$ cat src/rtl/axis_swap_pkg.sv
// Shared types and constants for the two-source byte-swapping AXI Stream arbiter.
package axis_swap_pkg;

   typedef enum logic [1:0] {
      IDLE  = 2'b00,
      GNT_A = 2'b01,
      GNT_B = 2'b10
   } arb_state_t;

   localparam logic [1:0] GRANT_NONE = 2'b00;
   localparam logic [1:0] GRANT_A    = 2'b01;
   localparam logic [1:0] GRANT_B    = 2'b10;

   localparam int SWAP_LANE_BYTES = 4;

   function automatic logic [31:0] swap_bytes32(input logic [31:0] d);
      return {d[7:0], d[15:8], d[23:16], d[31:24]};
   endfunction

   function automatic logic [3:0] reverse_keep4(input logic [3:0] k);
      return {k[0], k[1], k[2], k[3]};
   endfunction

endpackage

$ cat src/rtl/swap_lane32.sv
// Combinational 32-bit byte-order reversal of data and keep, selected by swap.
import axis_swap_pkg::*;

module swap_lane32 (
   input  logic                           swap,
   input  logic [SWAP_LANE_BYTES*8-1:0]   in_data,
   input  logic [SWAP_LANE_BYTES-1:0]     in_keep,
   output logic [SWAP_LANE_BYTES*8-1:0]   out_data,
   output logic [SWAP_LANE_BYTES-1:0]     out_keep
);

   assign out_data = swap ? swap_bytes32(in_data) : in_data;
   assign out_keep = swap ? reverse_keep4(in_keep) : in_keep;

endmodule

$ cat src/rtl/axis_swap_arbiter.sv
// Packet-granular round-robin arbiter sharing one byte-swap lane between two AXIS sources.
// Optional packet counters are built when AXIS_SWAP_ARB_STATS_EN is defined.
import axis_swap_pkg::*;

module axis_swap_arbiter #(
   parameter int NUM_BYTES = 4
) (
   input  logic                     clk,
   input  logic                     rst,
   input  logic                     swap_en_a,
   input  logic                     swap_en_b,
   input  logic [NUM_BYTES*8-1:0]   a_TDATA,
   input  logic [NUM_BYTES-1:0]     a_TKEEP,
   input  logic                     a_TLAST,
   input  logic                     a_TVALID,
   output logic                     a_TREADY,
   input  logic [NUM_BYTES*8-1:0]   b_TDATA,
   input  logic [NUM_BYTES-1:0]     b_TKEEP,
   input  logic                     b_TLAST,
   input  logic                     b_TVALID,
   output logic                     b_TREADY,
   output logic [NUM_BYTES*8-1:0]   out_TDATA,
   output logic [NUM_BYTES-1:0]     out_TKEEP,
   output logic                     out_TLAST,
   output logic                     out_TVALID,
   input  logic                     out_TREADY,
`ifdef AXIS_SWAP_ARB_STATS_EN
   output logic [15:0]              pkt_cnt_a,
   output logic [15:0]              pkt_cnt_b,
`endif
   output logic [1:0]               grant
);

   arb_state_t                r_state;
   logic                      r_swap_q;
   logic                      r_last_b;
   logic [NUM_BYTES*8-1:0]    r_out_data;
   logic [NUM_BYTES-1:0]      r_out_keep;
   logic                      r_out_last;
   logic                      r_out_valid;

   logic [NUM_BYTES*8-1:0]    w_sel_data;
   logic [NUM_BYTES-1:0]      w_sel_keep;
   logic                      w_sel_last;
   logic                      w_sel_valid;
   logic [NUM_BYTES*8-1:0]    w_swp_data;
   logic [NUM_BYTES-1:0]      w_swp_keep;
   logic                      w_can_take;
   logic                      w_accept;
   logic                      w_pick_a;
   logic                      w_pick_b;
   logic [1:0]                w_grant;

   // A tie goes to whichever source was not served last.
   assign w_pick_a   = a_TVALID && (!b_TVALID || r_last_b);
   assign w_pick_b   = b_TVALID && (!a_TVALID || !r_last_b);
   assign w_can_take = !r_out_valid || out_TREADY;
   assign a_TREADY   = (r_state == GNT_A) && w_can_take;
   assign b_TREADY   = (r_state == GNT_B) && w_can_take;
   assign w_accept   = w_sel_valid && w_can_take && (r_state != IDLE);

   // Source mux in front of the shared swap lane.
   always_comb begin
      w_sel_data  = a_TDATA;
      w_sel_keep  = a_TKEEP;
      w_sel_last  = a_TLAST;
      w_sel_valid = 1'b0;
      w_grant     = GRANT_NONE;
      case (r_state)
         GNT_A: begin
            w_sel_valid = a_TVALID;
            w_grant     = GRANT_A;
         end
         GNT_B: begin
            w_sel_data  = b_TDATA;
            w_sel_keep  = b_TKEEP;
            w_sel_last  = b_TLAST;
            w_sel_valid = b_TVALID;
            w_grant     = GRANT_B;
         end
         default: begin
            w_sel_valid = 1'b0;
            w_grant     = GRANT_NONE;
         end
      endcase
   end

   assign grant = w_grant;

   swap_lane32 u_swap_lane (
      .swap     (r_swap_q),
      .in_data  (w_sel_data),
      .in_keep  (w_sel_keep),
      .out_data (w_swp_data),
      .out_keep (w_swp_keep)
   );

   // Grant FSM; swap enable and fairness pointer are captured only when a grant is issued.
   always_ff @(posedge clk or posedge rst) begin
      if (rst) begin
         r_state  <= IDLE;
         r_swap_q <= 1'b0;
         r_last_b <= 1'b1;
      end else begin
         case (r_state)
            IDLE: begin
               if (w_pick_a) begin
                  r_state  <= GNT_A;
                  r_swap_q <= swap_en_a;
                  r_last_b <= 1'b0;
               end else if (w_pick_b) begin
                  r_state  <= GNT_B;
                  r_swap_q <= swap_en_b;
                  r_last_b <= 1'b1;
               end
            end
            GNT_A, GNT_B: begin
               if (w_accept && w_sel_last) begin
                  r_state <= IDLE;
               end
            end
            default: r_state <= IDLE;
         endcase
      end
   end

   // Output register: a load wins over a drain, otherwise hold under backpressure.
   always_ff @(posedge clk or posedge rst) begin
      if (rst) begin
         r_out_data  <= '0;
         r_out_keep  <= '0;
         r_out_last  <= 1'b0;
         r_out_valid <= 1'b0;
      end else if (w_accept) begin
         r_out_data  <= w_swp_data;
         r_out_keep  <= w_swp_keep;
         r_out_last  <= w_sel_last;
         r_out_valid <= 1'b1;
      end else if (out_TREADY) begin
         r_out_valid <= 1'b0;
      end
   end

   assign out_TDATA  = r_out_data;
   assign out_TKEEP  = r_out_keep;
   assign out_TLAST  = r_out_last;
   assign out_TVALID = r_out_valid;

`ifdef AXIS_SWAP_ARB_STATS_EN
   logic [15:0] r_pkt_cnt_a;
   logic [15:0] r_pkt_cnt_b;

   // Completed-packet counters, wrapping naturally at 16 bits.
   always_ff @(posedge clk or posedge rst) begin
      if (rst) begin
         r_pkt_cnt_a <= 16'h0000;
         r_pkt_cnt_b <= 16'h0000;
      end else if (w_accept && w_sel_last) begin
         if (r_state == GNT_A) begin
            r_pkt_cnt_a <= r_pkt_cnt_a + 16'h0001;
         end else begin
            r_pkt_cnt_b <= r_pkt_cnt_b + 16'h0001;
         end
      end
   end

   assign pkt_cnt_a = r_pkt_cnt_a;
   assign pkt_cnt_b = r_pkt_cnt_b;
`endif

endmodule

$ cat config.mk
export PLATFORM = sky130hd
export DESIGN_NAME = axis_swap_arbiter
export DESIGN_NICKNAME = d
export VERILOG_FILES = /design/src/rtl/axis_swap_pkg.sv /design/src/rtl/swap_lane32.sv /design/src/rtl/axis_swap_arbiter.sv
export SDC_FILE = /design/constraint.sdc
export NUM_CORES = 1
export LEC_CHECK = 0
export CAP_MARGIN = 20
export CORE_MARGIN = 10
export CORE_UTILIZATION = 45
export CTS_CLUSTER_DIAMETER = 150
export DETAILED_ROUTE_END_ITERATION = 12
export HOLD_SLACK_MARGIN = 0.03
export PLACE_DENSITY = 0.91
export SLEW_MARGIN = 20
export SYNTH_ARGS = -nofsm -noshare
export SYNTH_HDL_FRONTEND = slang
export SYNTH_SLANG_ARGS = --single-unit
$ cat constraint.sdc
create_clock -name clk -period 5.6 [get_ports clk]
set_input_delay 1.12 -clock clk [delete_from_list [all_inputs] [get_ports clk]]
set_output_delay 1.12 -clock clk [all_outputs]
set_load 0.02 [all_outputs]
==> impl_metrics.csv, run 1 <==
group,metric,value,unit
sta,fmax,266,MHz
power_and_ir_drop,p_leak,0.00157,uW
synthesis,syn_inst,158,
power_and_ir_drop,power_density,477,nW/um2
grt,grt.total_usage,16.3,%
power_and_ir_drop,power.total,1920,uW
critical_path,timing.rr.start,"r_state[0]",
grt,overflow,0,
sta,slew_headroom,40.3,%
critical_path,critPathMaxFanout,5,
critical_path,worstSetupEndpointType,"primary output",
floorplan,dieHeight,97.4,um
clock_network,cts_tree,"built",
finish,antenna_cells,0,
grt,grt_pass1_vias,2208,
synthesis,seq_area_frac_synth,39.1,%
sta,period_needed,3.76,ns
route,wl_per_cell,21.6,um
route,drtIter0Drc,71,
run,cap_violations,0,
place,place_hpwl,6130,um
clock_network,htreeDepth,2,
critical_path,rrSetupSlack,2.67,ns
min_path,whs_endpoint,"out_TLAST",
synthesis,synth_nets,243,
finish,layout_commonest_cell,"clkdlybuf4s50_1",
run_status,status,"completed",
floorplan,rows,28,
sta,rsz0062_at_grt,"false",
critical_path,path_class,"in -> out",
synthesis,synth_warnings,0,
synthesis,synth-seq-cells,42,
route,totalWireLength,7670,um
route,via_per_inst,5.53,
floorplan,fp.dieW,97.4,um
clock_network,clockBufferDepth,2,
clock_network,clock-sinks,42,
route,vias,1964,
clock_network,cts_buffers,5,
grt,grt_max_degree,43,
synthesis,syn-cell-area,2690,um2
sta,min_period_over_period,67.1,%
grt,grt_pass1_wl,12400,um
critical_path,critPathArrivalTime,2.64,ns
sta,slew_viol_final,0,
clock_network,clk_latency,0.30,ns
sta,tightest_slew,0.894,ns
place,port_buffers,122,
critical_path,required,4.48,ns
finish,fin_cells,355,
critical_path,cp-start-kind,"primary input",
sta,setup_viol,0,
floorplan,dieArea,9480,um2
min_path,hold_path.class,"reg -> reg",
route,ant_nets,0,
min_path,hold_start,"out_TLAST",
critical_path,ff2ff_path_depth,7,
clock_network,clk_pin_slew_worst_paths,0.07,ns
clock_network,postCtsSetupBuffers,0,
min_path,hold_depth,1,
finish,final_cell_mix,"clkdlybuf4s50_1, dfrtp_1, mux4_2",
synthesis,yosysUniqueCellTypes,29,
floorplan,initial_core_util,46.0,%
clock_network,clockRootBuffer,"clkbuf_8",
sta,holdWs,0.490,ns
floorplan,io_pins,123,
finish,layout.nets,364,
synthesis,syn_avg_cell_area,17.0,um2
route,dr.pass1.iters,4,
clock_network,ctsResizeCount,0,
power_and_ir_drop,ir_worst_vdd,274,uV
place,dpl.cell_count,347,
sta,fin_ws,1.84,ns
floorplan,coreArea,5850,um2
place,post-place-ws,1.85,ns
route,drc,0,
finish,drive_above_1_share,31.1,%
clock_network,postCtsHoldBufs,0,
place,place.gp.congestion,0.820,
sta,final-hold-violation-count,0,
grt,antenna_found_initial,0,
finish,syn_to_final_growth,49.7,%
sta,fin_tns_setup,0,ns
sta,clock-skew-final,0.00758,ns
critical_path,r2r_end,"out_TDATA[7]",
[cell type report]
class                   count  area, um2
inverters                   6       22.5
well taps                  75       93.8
multi-input cells          98       1510
repair buffers            126       1250
flip-flops and latches     42       1050
clock inverters             1       30.0
fillers                   430       1820
clock buffers               7       76.3
[worst max-delay path by stage]
stage	slack, ns	cells after the start	start	endpoint
floorplan	2.89	2	out_TREADY	a_TREADY
global placement	1.88	4	out_TREADY	a_TREADY
detailed placement	1.85	4	out_TREADY	a_TREADY
CTS	1.84	4	out_TREADY	a_TREADY
global route	1.72	4	r_state[0]	grant[1]
finish	1.84	4	out_TREADY	a_TREADY
[per-stage QoR]
step | util [%] | cell area [um2]
finish | 68.9 | 4030
global route | 68.9 | 4030
CTS | 68.9 | 4030
detailed placement | 67.1 | 3930
global placement | 67.1 | 3930
floorplan | - | 2690
[logic make-up (layout without fill, tap and decap cells)]
logic type,after synthesis,count (layout),share of synthesized area [%]
muxes,74,74,48.6
AOI/OAI and AO/OA,10,10,2.51
adders and majority gates,4,4,1.86
buffers and inverters,18,140,5.06
and+or+nand+nor,10,10,2.88
DFF,42,42,39.1
[Yosys cell counts]
master,count,area (um2)
a21oi_1,1,5.00
a22oi_2,1,12.5
a31oi_1,1,6.26
buf_1,1,3.75
buf_12,2,40.0
buf_2,2,10.0
buf_4,1,7.51
buf_6,4,45.0
clkbuf_1,2,7.51
dfrtp_1,41,1030
dfstp_2,1,26.3
ha_1,4,50.1
inv_1,6,22.5
mux2_1,2,22.5
mux2_2,18,203
mux2_4,18,270
mux4_1,1,26.3
mux4_2,35,788
nand2_1,2,7.51
nand3_1,1,5.00
nor2b_1,3,18.8
nor3b_1,1,7.51
nor4b_1,1,8.76
nor4b_4,1,23.8
o211ai_1,1,7.51
o21ai_0,3,15.0
o221ai_1,1,8.76
o22ai_1,2,12.5
or2_2,1,6.26
[worst max-delay path, stage by stage]
cell and delay (ns):
clkdlybuf4s50_1 0.41, nor2b_1 0.43, nor2b_1 0.10, clkdlybuf4s50_1 0.57
[registers in the layout (all words and copies together), names as in the netlist]
register and flops:
out_TVALID 1, r_last_b 1, out_TDATA 32, r_state 2, r_swap_q 1, out_TKEEP 4, out_TLAST 1
[layer usage]
layer / vias to the layer above / share of wire (%) / track usage, %
met5: - / 0 / 0
met4: 0 / 1.5 / 5.03
met3: 6 / 4.8 / 4.13
met2: 69 / 55 / 29.4
met1: 1012 / 39 / 18.1
li1: 877 / - / -
[power breakdown]
group	internal, uW	leakage, uW	switching [uW]
clock network	134	0.0000524	106
logic	658	0.000996	477
registers	447	0.000522	103
(Power assumes the default switching activity.)
==> inputs of run 2 (changes only) <==
- CORE_UTILIZATION: 45 -> 38
- PLACE_DENSITY: 0.91 -> 0.82
- clock period: 5.6 -> 3.3 ns (I/O delays scaled with it)
==> run 2 against run 1 <==
Against the previous run:
- total power increased by 65%
- global-route usage decreased by 2.2 points
- die area increased by 15%
- clock power increased by 28%
- register-to-register slack got worse by 1.7 ns
- largest cell class unchanged
==> impl_metrics.csv, run 2 (synthesized netlist as in run 1, its figures left out) <==
group,metric,value,unit
sta,setup_viol,0,
sta,period_needed,2.78,ns
floorplan,dieArea,10900,um2
route,ant_nets,0,
grt,grt_pass1_wl,12300,um
power_and_ir_drop,ir_worst_vdd,359,uV
finish,drive_above_1_share,31.8,%
place,dpl.cell_count,369,
critical_path,path_class,"in -> out",
critical_path,critPathMaxFanout,5,
power_and_ir_drop,p_leak,0.00157,uW
min_path,hold_path.class,"reg -> reg",
floorplan,fp.dieW,104,um
place,dpl_cell_area,3960,um2
finish,largest_register_ffs,32,
sta,tightest_slew,0.877,ns
floorplan,rows,30,
clock_network,clk_pin_slew_worst_paths,0.07,ns
clock_network,htreeDepth,2,
run_status,status,"completed",
grt,grt.total_usage,14.1,%
power_and_ir_drop,power.total,3170,uW
floorplan,coreArea,6830,um2
clock_network,postCtsSetupBuffers,0,
clock_network,clockRootBuffer,"clkbuf_8",
finish,antenna_cells,0,
critical_path,crit_chain,"clkdlybuf4s50_1 -> nor2b_1 -> nor2b_1 -> clkdlybuf4s50_1",
route,totalWireLength,7560,um
critical_path,critPathArrivalTime,2.12,ns
route,dr.pass1.iters,4,
grt,grt_max_degree,43,
route,wl_per_cell,20.1,um
floorplan,dieHeight,104,um
critical_path,cp-start-kind,"primary input",
grt,overflow,0,
floorplan,io_pins,123,
clock_network,cts_buffers,5,
place,port_buffers,122,
place,post-place-ws,0.498,ns
power_and_ir_drop,power_density,784,nW/um2
critical_path,worstSetupEndpointType,"primary output",
sta,min_period_over_period,84.3,%
finish,final_cell_mix,"clkdlybuf4s50_1, dfrtp_1, mux4_2",
critical_path,crit_path_top_delay_cell,"clkdlybuf4s50_1",
route,drtIter0Drc,74,
grt,antenna_found_initial,0,
clock_network,clock-sinks,42,
clock_network,postCtsHoldBufs,0,
sta,fin_tns_setup,0,ns
route,drc,0,
finish,layout.nets,365,
finish,fillers,563,
critical_path,crit_path_max_incr_delay,0.56,ns
finish,fin_cells,376,
place,place.gp.congestion,0.787,
sta,slew_headroom,41.5,%
critical_path,required,2.64,ns
finish,syn_to_final_growth,50.0,%
finish,finalInstanceArea,4040,um2
finish,layout_commonest_cell,"clkdlybuf4s50_1",
sta,rsz0062_at_grt,"false",
sta,fmax,359,MHz
sta,clock-skew-final,0.00534,ns
clock_network,ctsResizeCount,0,
clock_network,cts_tree,"built",
route,via_per_inst,5.31,
clock_network,clockBufferDepth,2,
sta,slew_viol_final,0,
run,cap_violations,0,
clock_network,clk_latency,0.29,ns
route,vias,1998,
sta,fin_ws,0.518,ns
place,place_hpwl,6070,um
floorplan,initial_core_util,39.4,%
sta,final-hold-violation-count,0,
grt,grt_pass1_vias,2223,
[run 2: cell count changes in the layout (fill, tap and decap cells not counted), sizes merged]
cell / delta
buf: +1
clkinv: +2
bufinv: -1
clkbuf: -2
[run 2: area by class of cell]
cell class / instances / area [um2] / share of cell area [%]
Timing Repair Buffer: 127 / 1260 / 31.2
Inverter: 6 / 22.5 / 0.557
Multi-Input combinational cell: 98 / 1510 / 37.3
Tap cell: 96 / 120 / 2.97
Clock buffer: 5 / 68.8 / 1.70
Clock inverter: 2 / 10.0 / 0.248
Sequential cell: 42 / 1050 / 26.0
[run 2: power breakdown]
group          switching (uW)  internal, uW  total, uW
Combinational             822          1120       1940
Sequential                165           758        923
Clock                     165           142        307
Total                    1150          2020       3170
[run 2: per-stage QoR]
step	hold WS, ns	util (%)
6_report	0.501	59.1
5_1_grt	0.527	59.1
4_1_cts	0.509	59.1
3_5_place_dp	0.491	58.0
3_3_place_gp	0.477	58.0
2_1_floorplan	0.511	-
[run 2: routing by layer]
metal / share of wire (%) / GRT usage [%] / vias to the layer above
met5: 0 / 0 / -
met4: 1.7 / 4.27 / 0
met3: 6.4 / 4.21 / 8
met2: 54 / 25.2 / 68
met1: 38 / 15.7 / 1045
li1: - / - / 877
[run 2: worst max-delay path, delay by kind of cell]
kind / cells / cell delay (ns)
buffers and inverters: 2 / 0.96
AND/OR/NAND/NOR: 2 / 0.49
[run 2: path summary, 6_finish.rpt]
kind / from / to / slack [ns] / depth (start not counted)
max in group asynchronous: rst / out_TDATA[11] / 1.87 / 2
setup / recovery: out_TREADY / a_TREADY / 0.52 / 4
min in group asynchronous: rst / out_TDATA[6] / 0.88 / 2
hold reg to reg: out_TLAST / out_TLAST / 0.50 / 1
setup reg to reg: r_state[0] / out_TDATA[14] / 0.93 / 7
hold / removal: out_TLAST / out_TLAST / 0.50 / 1
==> inputs of run 3 (changes only) <==
- CORE_UTILIZATION: 38 -> 42
- PLACE_DENSITY: 0.82 -> 0.86
- clock period: 3.3 -> 2.9 ns (I/O delays scaled with it)
==> run 3 against run 2 <==
Against the previous run:
- combinational power increased by 15%
- non-clock buffer count decreased by 1
- sequential power increased by 8%
- clock power increased by 16%
- critical path depth unchanged
- global-route usage increased by 0.49 points
- critical path type unchanged
- critical endpoint unchanged
- highest routed layer unchanged
==> impl_metrics.csv, run 3 (synthesized netlist as in run 1, its figures left out) <==
group,metric,value,unit
run_status,status,"completed",
clock_network,clk_latency,0.28,ns
clock_network,clk_pin_slew_worst_paths,0.08,ns
critical_path,path_class,"in -> out",
route,via_per_inst,5.44,
critical_path,timing.rr.start,"r_state[0]",
sta,fin_ws,0.264,ns
finish,largest_register_ffs,32,
grt,overflow,0,
finish,antenna_cells,0,
route,vias,1938,
route,drc,0,
clock_network,clock-sinks,42,
run,cap_violations,0,
power_and_ir_drop,power_density,895,nW/um2
min_path,hold_start,"out_TLAST",
floorplan,dieHeight,100,um
sta,period_needed,2.64,ns
floorplan,rows,29,
finish,layout.nets,364,
floorplan,io_pins,123,
route,wl_per_cell,20.6,um
place,place.gp.congestion,0.783,
place,port_buffers,122,
sta,min_period_over_period,90.9,%
min_path,hold_path.class,"reg -> reg",
sta,fmax,379,MHz
route,drtIter0Drc,61,
clock_network,htreeDepth,2,
route,dr.pass1.iters,4,
sta,rsz0062_at_grt,"false",
floorplan,fp.dieW,100,um
sta,clock-skew-final,0.00350,ns
place,dpl.cell_count,349,
sta,slew_viol_final,0,
sta,setup_viol,0,
route,ant_nets,0,
clock_network,cts_buffers,5,
sta,final-hold-violation-count,0,
finish,drive_above_1_share,30.8,%
power_and_ir_drop,p_leak,0.00156,uW
critical_path,required,2.32,ns
place,place_hpwl,5730,um
critical_path,cp-start-kind,"primary input",
critical_path,worstSetupEndpointType,"primary output",
power_and_ir_drop,ir_worst_vdd,600,uV
clock_network,postCtsHoldBufs,0,
critical_path,critPathArrivalTime,2.06,ns
grt,antenna_found_initial,0,
floorplan,dieArea,10000,um2
finish,syn_to_final_growth,49.2,%
grt,grt_max_degree,43,
floorplan,initial_core_util,42.9,%
clock_network,ctsResizeCount,0,
sta,tightest_slew,0.883,ns
clock_network,postCtsSetupBuffers,0,
critical_path,critPathMaxFanout,5,
clock_network,cts_tree,"built",
finish,layout_commonest_cell,"clkdlybuf4s50_1",
grt,grt.total_usage,14.6,%
clock_network,clockBufferDepth,2,
finish,fin_cells,356,
sta,fin_tns_setup,0,ns
finish,final_cell_mix,"clkdlybuf4s50_1, dfrtp_1, mux4_2",
grt,grt_pass1_wl,11800,um
sta,slew_headroom,41.0,%
place,post-place-ws,0.261,ns
floorplan,coreArea,6280,um2
grt,grt_pass1_vias,2241,
route,totalWireLength,7340,um
clock_network,clockRootBuffer,"clkbuf_8",
critical_path,critPathLaunch,"out_TREADY",
[run 3: cell types whose count changed in the layout (fill, tap and decap cells not counted)]
cell | before | now
clkbuf_1 | 0 | 2
clkinv_2 | 2 | 0
buf_4 | 5 | 3
buf_12 | 0 | 1
[run 3: final timing paths]
| check | slack, ns | depth (start not counted) | endpoint |
|---|---|---|---|
| setup / recovery | 0.26 | 4 | a_TREADY |
| hold / removal | 0.50 | 1 | out_TLAST |
| setup reg to reg | 0.81 | 5 | out_TDATA[16] |
| hold reg to reg | 0.50 | 1 | out_TLAST |
| max in group asynchronous | 1.53 | 2 | out_TDATA[18] |
| min in group asynchronous | 0.82 | 2 | out_TDATA[3] |
[run 3: final cells by class]
| type | count | area (um2) |
|---|---|---|
| Sequential cell | 42 | 1050 |
| Multi-Input combinational cell | 98 | 1510 |
| Clock buffer | 7 | 76.3 |
| Tap cell | 77 | 96.3 |
| Fill cell | 495 | 2260 |
| Inverter | 6 | 22.5 |
| Timing Repair Buffer | 126 | 1260 |
[run 3: critical path: stages]
cell             delay [ns]
clkdlybuf4s50_1        0.41
nor2b_1                0.40
nor2b_1                0.10
clkdlybuf4s50_1        0.56
[run 3: per-layer routing]
layer  wire length [um]  up-vias  track usage, %
li1                   -      882               -
met1               2780     1000            16.2
met2               4050       52            26.6
met3                453        4            4.67
met4                 59        0            3.15
met5                  0        -               0
[run 3: where the power goes]
group / total, uW / leakage, uW / internal (uW) / switching (uW)
Clock: 357 / 0.0000383 / 166 / 191
Combinational: 2230 / 0.000999 / 1280 / 960
Sequential: 1000 / 0.000522 / 863 / 142
[run 3: per-stage QoR]
step,power [uW],area (um2),hold slack [ns],util (%)
global placement,3240,3940,0.471,62.8
floorplan,2450,2690,0.511,-
detailed placement,3280,3940,0.493,62.8
CTS,3650,4020,0.512,64.0
global route,3830,4020,0.524,64.0
finish,3600,4020,0.503,64.0
